$ cat src/rtl/mc_control_fsm.sv
// mc_control_fsm: multi-cycle RV32 control sequencer; owns the IR and drives all datapath selects/enables.
// Latency: 4 cycles for R/I-ALU/JAL/STORE, 5 for LOAD, plus any memory wait cycles.
// Backpressure: holds im_req/dm_req until ready; after WAIT_LIMIT unanswered cycles it traps (sticky until reset).
module mc_control_fsm #(
  parameter logic [31:0] RESET_IR   = 32'h00000013,
  parameter int unsigned WAIT_LIMIT = 16
) (
  input  logic        clk,
  input  logic        reset,
  input  logic [31:0] im_rdata,
  input  logic        im_ready,
  input  logic        dm_ready,
  output logic        im_req,
  output logic        dm_req,
  output logic        dm_we,
  output logic [31:0] ir,
  output logic [4:0]  rs1,
  output logic [4:0]  rs2,
  output logic [4:0]  rd,
  output logic [2:0]  func3,
  output logic        subsra,
  output logic        rf_we,
  output logic        pc_we,
  output logic        sel_op1,
  output logic        sel_op2,
  output logic        sel_pc,
  output logic [1:0]  sel_wb,
  output logic [2:0]  state,
  output logic        trap,
  output logic [1:0]  trap_cause
);

  typedef enum logic [2:0] {
    S_IDLE    = 3'd0,
    S_FETCH   = 3'd1,
    S_DECODE  = 3'd2,
    S_EXECUTE = 3'd3,
    S_MEM     = 3'd4,
    S_WB      = 3'd5,
    S_TRAP    = 3'd6
  } state_t;

  localparam logic [6:0] OP_R     = 7'b0110011;
  localparam logic [6:0] OP_I     = 7'b0010011;
  localparam logic [6:0] OP_LOAD  = 7'b0000011;
  localparam logic [6:0] OP_STORE = 7'b0100011;
  localparam logic [6:0] OP_JAL   = 7'b1101111;

  // The counter value that, once reached without ready, means the requester gave up.
  localparam logic [7:0] WAIT_LAST = 8'(WAIT_LIMIT);

  state_t      state_q;
  logic [31:0] ir_q;
  logic [7:0]  wait_cnt;
  logic        trap_q;
  logic [1:0]  cause_q;

  logic        is_r;
  logic        is_i;
  logic        is_load;
  logic        is_store;
  logic        is_jal;
  logic        is_legal;
  logic [7:0]  wait_nxt;
  logic        wait_expired;
  logic        sel_active;

  assign is_r     = (ir_q[6:0] == OP_R);
  assign is_i     = (ir_q[6:0] == OP_I);
  assign is_load  = (ir_q[6:0] == OP_LOAD);
  assign is_store = (ir_q[6:0] == OP_STORE);
  assign is_jal   = (ir_q[6:0] == OP_JAL);
  assign is_legal = is_r | is_i | is_load | is_store | is_jal;

  // This cycle is the WAIT_LIMIT-th one without ready; ready in the same cycle still wins.
  assign wait_nxt     = wait_cnt + 8'd1;
  assign wait_expired = (wait_nxt == WAIT_LAST);

  // Sequencer: state, IR capture, wait counter and sticky trap.
  always_ff @(posedge clk or posedge reset) begin
    if (reset) begin
      state_q  <= S_IDLE;
      ir_q     <= RESET_IR;
      wait_cnt <= 8'd0;
      trap_q   <= 1'b0;
      cause_q  <= 2'b00;
    end else begin
      case (state_q)
        S_IDLE: begin
          state_q  <= S_FETCH;
          wait_cnt <= 8'd0;
        end
        S_FETCH: begin
          if (im_ready) begin
            ir_q    <= im_rdata;
            state_q <= S_DECODE;
          end else if (wait_expired) begin
            state_q <= S_TRAP;
            trap_q  <= 1'b1;
            cause_q <= 2'b10;
          end else begin
            wait_cnt <= wait_nxt;
          end
        end
        S_DECODE: begin
          if (is_legal) begin
            state_q <= S_EXECUTE;
          end else begin
            state_q <= S_TRAP;
            trap_q  <= 1'b1;
            cause_q <= 2'b01;
          end
        end
        S_EXECUTE: begin
          if (is_load | is_store) begin
            state_q  <= S_MEM;
            wait_cnt <= 8'd0;
          end else begin
            state_q <= S_WB;
          end
        end
        S_MEM: begin
          if (dm_ready) begin
            if (is_store) begin
              state_q  <= S_FETCH;
              wait_cnt <= 8'd0;
            end else begin
              state_q <= S_WB;
            end
          end else if (wait_expired) begin
            state_q <= S_TRAP;
            trap_q  <= 1'b1;
            cause_q <= 2'b11;
          end else begin
            wait_cnt <= wait_nxt;
          end
        end
        S_WB: begin
          state_q  <= S_FETCH;
          wait_cnt <= 8'd0;
        end
        S_TRAP: begin
          state_q <= S_TRAP;
        end
        default: begin
          state_q <= S_IDLE;
        end
      endcase
    end
  end

  // Memory requests and write enables follow the registered state; the async reset drops them at once.
  // A STORE retires in the MEM cycle that completes, so its PC update rides on dm_ready.
  assign im_req = (state_q == S_FETCH);
  assign dm_req = (state_q == S_MEM);
  assign dm_we  = (state_q == S_MEM) & is_store;
  assign rf_we  = (state_q == S_WB) & (ir_q[11:7] != 5'd0);
  assign pc_we  = (state_q == S_WB) | ((state_q == S_MEM) & is_store & dm_ready);

  // Selects only reflect the IR once it holds the current instruction; before that they sit at idle values.
  assign sel_active = (state_q == S_DECODE) | (state_q == S_EXECUTE) |
                      (state_q == S_MEM)    | (state_q == S_WB);

  // Per-opcode datapath select decode.
  always_comb begin
    sel_op1 = 1'b0;
    sel_op2 = 1'b0;
    sel_pc  = 1'b0;
    sel_wb  = 2'b01;
    if (sel_active) begin
      if (is_r) begin
        sel_op1 = 1'b1;
      end else if (is_i | is_store) begin
        sel_op1 = 1'b1;
        sel_op2 = 1'b1;
      end else if (is_load) begin
        sel_op1 = 1'b1;
        sel_op2 = 1'b1;
        sel_wb  = 2'b00;
      end else if (is_jal) begin
        sel_op2 = 1'b1;
        sel_pc  = 1'b1;
        sel_wb  = 2'b10;
      end
    end
  end

  assign ir         = ir_q;
  assign rs1        = ir_q[19:15];
  assign rs2        = ir_q[24:20];
  assign rd         = ir_q[11:7];
  assign func3      = ir_q[14:12];
  assign subsra     = is_r & ir_q[30];
  assign state      = state_q;
  assign trap       = trap_q;
  assign trap_cause = cause_q;

endmodule

$ cat config.mk
export PLATFORM = sky130hd
export DESIGN_NAME = mc_control_fsm
export DESIGN_NICKNAME = d
export VERILOG_FILES = /design/src/rtl/mc_control_fsm.sv
export SDC_FILE = /design/constraint.sdc
export NUM_CORES = 1
export LEC_CHECK = 0
export CAP_MARGIN = 30
export CORE_MARGIN = 8
export CORE_UTILIZATION = 47
export DETAILED_ROUTE_END_ITERATION = 16
export DONT_BUFFER_PORTS = 1
export SKIP_CTS_REPAIR_TIMING = 1
export SYNTH_ARGS = -nofsm -noshare
export SYNTH_HDL_FRONTEND = slang
export SYNTH_SLANG_ARGS = --single-unit
$ cat constraint.sdc
create_clock -name clk -period 4.5 [get_ports clk]
set_input_delay 0.9 -clock clk [delete_from_list [all_inputs] [get_ports clk]]
set_output_delay 0.9 -clock clk [all_outputs]
set_load 0.005 [all_outputs]
==> results.txt <==
- Result of the run: complete, no violations
* Die Y-Extent: around 90 um
- The analysis attributes to net switching a power of 656 uW.
* Mapped cell area: roughly 0.0024 mm^2
* Largest stage delay on the critical path: 0.56 ns
* Final Skew: 0.00492 ns
- Commonest non-fill, non-tap cells in the layout: 43 x sky130_fd_sc_hd__dfrtp_1, 31 x sky130_fd_sc_hd__mux2_2, 16 x sky130_fd_sc_hd__nor2_1, 11 x sky130_fd_sc_hd__o21ai_0
* Pin count of the biggest net entering global routing: 47
* I/O pins: 103
* Total GRT Usage: ~14%
- Summed over all failing endpoints, the final setup total negative slack is 0 ns.
- Routed length per placed instance: 19.0 um
* Synth area leaders: sky130_fd_sc_hd__dfrtp_1 44%, sky130_fd_sc_hd__mux2_2 14%, sky130_fd_sc_hd__buf_4 5.9%
- Registers are responsible for a little over half of the overall power.
- At the pin with the least slew margin, the transition time is just under 0.6 ns.
* Cell type of the slowest stage on the worst timing path: sky130_fd_sc_hd__or3_1
* Via count of the first global-routing pass: 1,671
- The completed layout was analyzed and its total power is 1.65 mW.
- Layout Area Growth over Synthesis: 0.516%
* Crit Path Class: flop to output port
- Overflow left after global routing: 0
* DRC viols: 0
* Flip-flop and latch count after synthesis: 46
- Initial core utilization: 48.1%
* Routability congestion estimate: 0.829
* Number of slew-limit violations in the final report: 0
- Worst Path Max Fanout: 8
- The worst path needs 2.74 ns of the cycle, external delays included.
- Ratio of final minimum period to clock period: a little over 60%
* Most common library cell in the layout ignoring fill and taps: sky130_fd_sc_hd__dfrtp_1
* Clock Power Share: 15.8%
* Number of nets at the end of the flow: 239
* Max Cap Viol: 0
- At the worst endpoint, the arrival time is 1.84 ns.
* Cts bufs inserted: 5
- Synthesis instantiated 46 different standard cells from the library.
* Setup-violating endpoint count in the final report: 0
- Count of synthesis-stage warnings from yosys: 0
- Yosys mapped a number of flops with a built-in enable equal to 0.
- Core Box Area: 0.00504 mm^2
- Layout cell share with drive strength beyond 1: 23.6%
- Global-route wire length before repair: 8460 um
- Part of the total power dissipated in combinational logic: 31.7%
- Drt total wl: 5190 um
- The critical path goes through or3_1 > nor2_1 > o21ai_0 > o21ai_0.
- Across all layers, the routed design uses 1,593 vias.
- Dpl ws: 1.83 ns
* Layout Utilization: 48.3%
* Internal Dissipation: 998 uW
- For this run, the leading register cell type out of synthesis is sky130_fd_sc_hd__dfrtp_1.
* CTS Root Buffer Type: sky130_fd_sc_hd__clkbuf_8
- Required @ worst endpoint: 3.60 ns
* HPWL Detailed: between 3000 and 4000 um
- The floorplan step set the die width to 87.8 um.
- In this run switching power makes up 39.7% of total power.
* RSZ-0062 raised after global routing: no
- In this run the biggest area consumer among cell types represents ~44% of the synthesized area.
- TritonCTS built the clock tree.
* Final worst hold slack: about 0.55 ns
- The first routing iteration left 58 violations.
- Hold WC Path Type: flop to flop
- Routed via count divided by cell count: 5.84
* Total power per unit cell area: 679 mW/mm^2
* CTS sink cnt: 46
* Clock edge transition at the registers on the reported setup and hold paths: 0.08 ns
* Number of instances in the synthesized netlist: 221
* Setup crit end kind: output port
* Count of TritonRoute iterations in the first routing pass: 5
* Number of levels in the clock H-tree: 2
- Headroom to the max-slew limit came out at between 60% and 70%.
- Static power due to leakage: ~0.94 nW
- Mapped Nets: 258
* Maximum root-to-sink buffer count: 2
- A synthesized cell averages 11.0 um^2.
- Cell occurring most often along the worst timing path: sky130_fd_sc_hd__o21ai_0
- The floorplan has 26 rows.
- Final worst setup slack: 1.76 ns
* First element of the critical path: ir[2]
- Max IR drop VDD: approximately 0.33 mV
- Fraction of registers with async set or reset after synthesis: 100%
- N_diodes: 0
- Of the synthesized area, sequential elements account for 47.7%.
* Most area-hungry cell type in the Yosys netlist: sky130_fd_sc_hd__dfrtp_1
- STA classifies the critical path startpoint as a flop.
- Clock latency at the later pin of the worst-skew pair: ~0.30 ns
- Initial antenna violation count: 0
* Launch instance of the worst register-to-register path: wait_cnt[0]
- The floorplan step defined a die boundary enclosing 0.00771 mm^2.
- Hold path startpoint: ir[27]
- Buffers placed on the I/O ports in this run total 0.
- The number of hold-slack violations in the final timing report came to 0.
- Achievable frequency: 365 MHz
- Antenna-violating nets left: 0
[flip-flops by register name, indices dropped and copies added, names as in the netlist]
signal,count
ir,32
state,3
trap,1
trap_cause,2
wait_cnt,8
[metrics by stage]
stage / cell area (um^2) / instances
floorplan: 2420 / 221
global placement: 2340 / 265
detailed placement: 2340 / 265
CTS: 2440 / 273
global route: 2440 / 273
finish: 2440 / 273
[layout make-up]
class / instances / area, um^2
clock buffers: 7 / 86.3
clock inverters: 1 / 8.76
fillers: 479 / 2610
inverters: 7 / 26.3
multi-input cells: 140 / 1060
flip-flops and latches: 46 / 1150
well taps: 70 / 87.6
repair buffers: 2 / 15.0
[power by group through the flow]
stage,combinational [mW],sequential (mW),clock [mW]
final,0.525,0.868,0.261
after global routing,0.584,0.910,0.293
after CTS,0.532,0.878,0.273
after detailed placement,0.531,0.885,0
after global placement,0.508,0.875,0
after floorplan,0.607,0.769,0
[synth_stat cells, types with 2 or more instances]
cell,count
sky130_fd_sc_hd__and2_1,3
sky130_fd_sc_hd__mux2_2,31
sky130_fd_sc_hd__inv_1,7
sky130_fd_sc_hd__a21o_1,2
sky130_fd_sc_hd__xnor2_1,2
sky130_fd_sc_hd__buf_4,19
sky130_fd_sc_hd__or3_1,4
sky130_fd_sc_hd__nor2_1,16
sky130_fd_sc_hd__or4_1,2
sky130_fd_sc_hd__nor3_1,7
sky130_fd_sc_hd__nand3b_1,4
sky130_fd_sc_hd__a21oi_1,8
sky130_fd_sc_hd__clkbuf_1,7
sky130_fd_sc_hd__dfstp_2,3
sky130_fd_sc_hd__nand3_1,8
sky130_fd_sc_hd__nand2_1,6
sky130_fd_sc_hd__nand4_1,2
sky130_fd_sc_hd__o21ai_0,11
sky130_fd_sc_hd__nand2b_1,3
sky130_fd_sc_hd__xor2_1,2
sky130_fd_sc_hd__o31ai_1,4
sky130_fd_sc_hd__dfrtp_1,43
sky130_fd_sc_hd__o21ai_1,2
sky130_fd_sc_hd__a31oi_1,3
[worst paths after layout]
path | to | slack [ns] | cells after the start
max | sel_op2 | 1.76 | 4
max in group asynchronous | state[1] | 3.50 | 2
max reg2reg | trap_cause[0] | 1.82 | 6
min reg2reg | ir[27] | 0.55 | 1
min in group asynchronous | ir[16] | 0.62 | 2
min | ir[27] | 0.55 | 1
[logic make-up (layout without fill, tap and decap cells)]
family / Yosys count / count (layout) / synth area share (%)
buffers and inverters: 35 / 17 / 8.73
XOR/XNOR: 4 / 4 / 1.45
flip-flops: 46 / 46 / 47.7
adder cells (fa/ha/maj): 1 / 1 / 0.516
AO/OA/AOI/OAI: 41 / 41 / 13.0
multiplexers: 31 / 31 / 14.4
AND/OR/NAND/NOR: 63 / 63 / 14.2
[critical path: cells and delay by family, from the launching register on]
family           cells  cell delay, ns
AND/OR/NAND/NOR      2            0.73
AO/OA/AOI/OAI        2            0.38
flip-flops           1            0.43
[per-layer routing]
| layer | vias up | wire, um | share of wire (%) | track usage, % |
|---|---|---|---|---|
| met5 | - | 0 | 0 | 0 |
| met4 | 0 | 87 | 1.7 | 6.25 |
| met3 | 8 | 524 | 10 | 7.50 |
| met2 | 59 | 2720 | 52 | 23.6 |
| met1 | 793 | 1860 | 36 | 14.5 |
| li1 | 733 | - | - | - |
No activity file was read; power rests on OpenSTA's default activity.
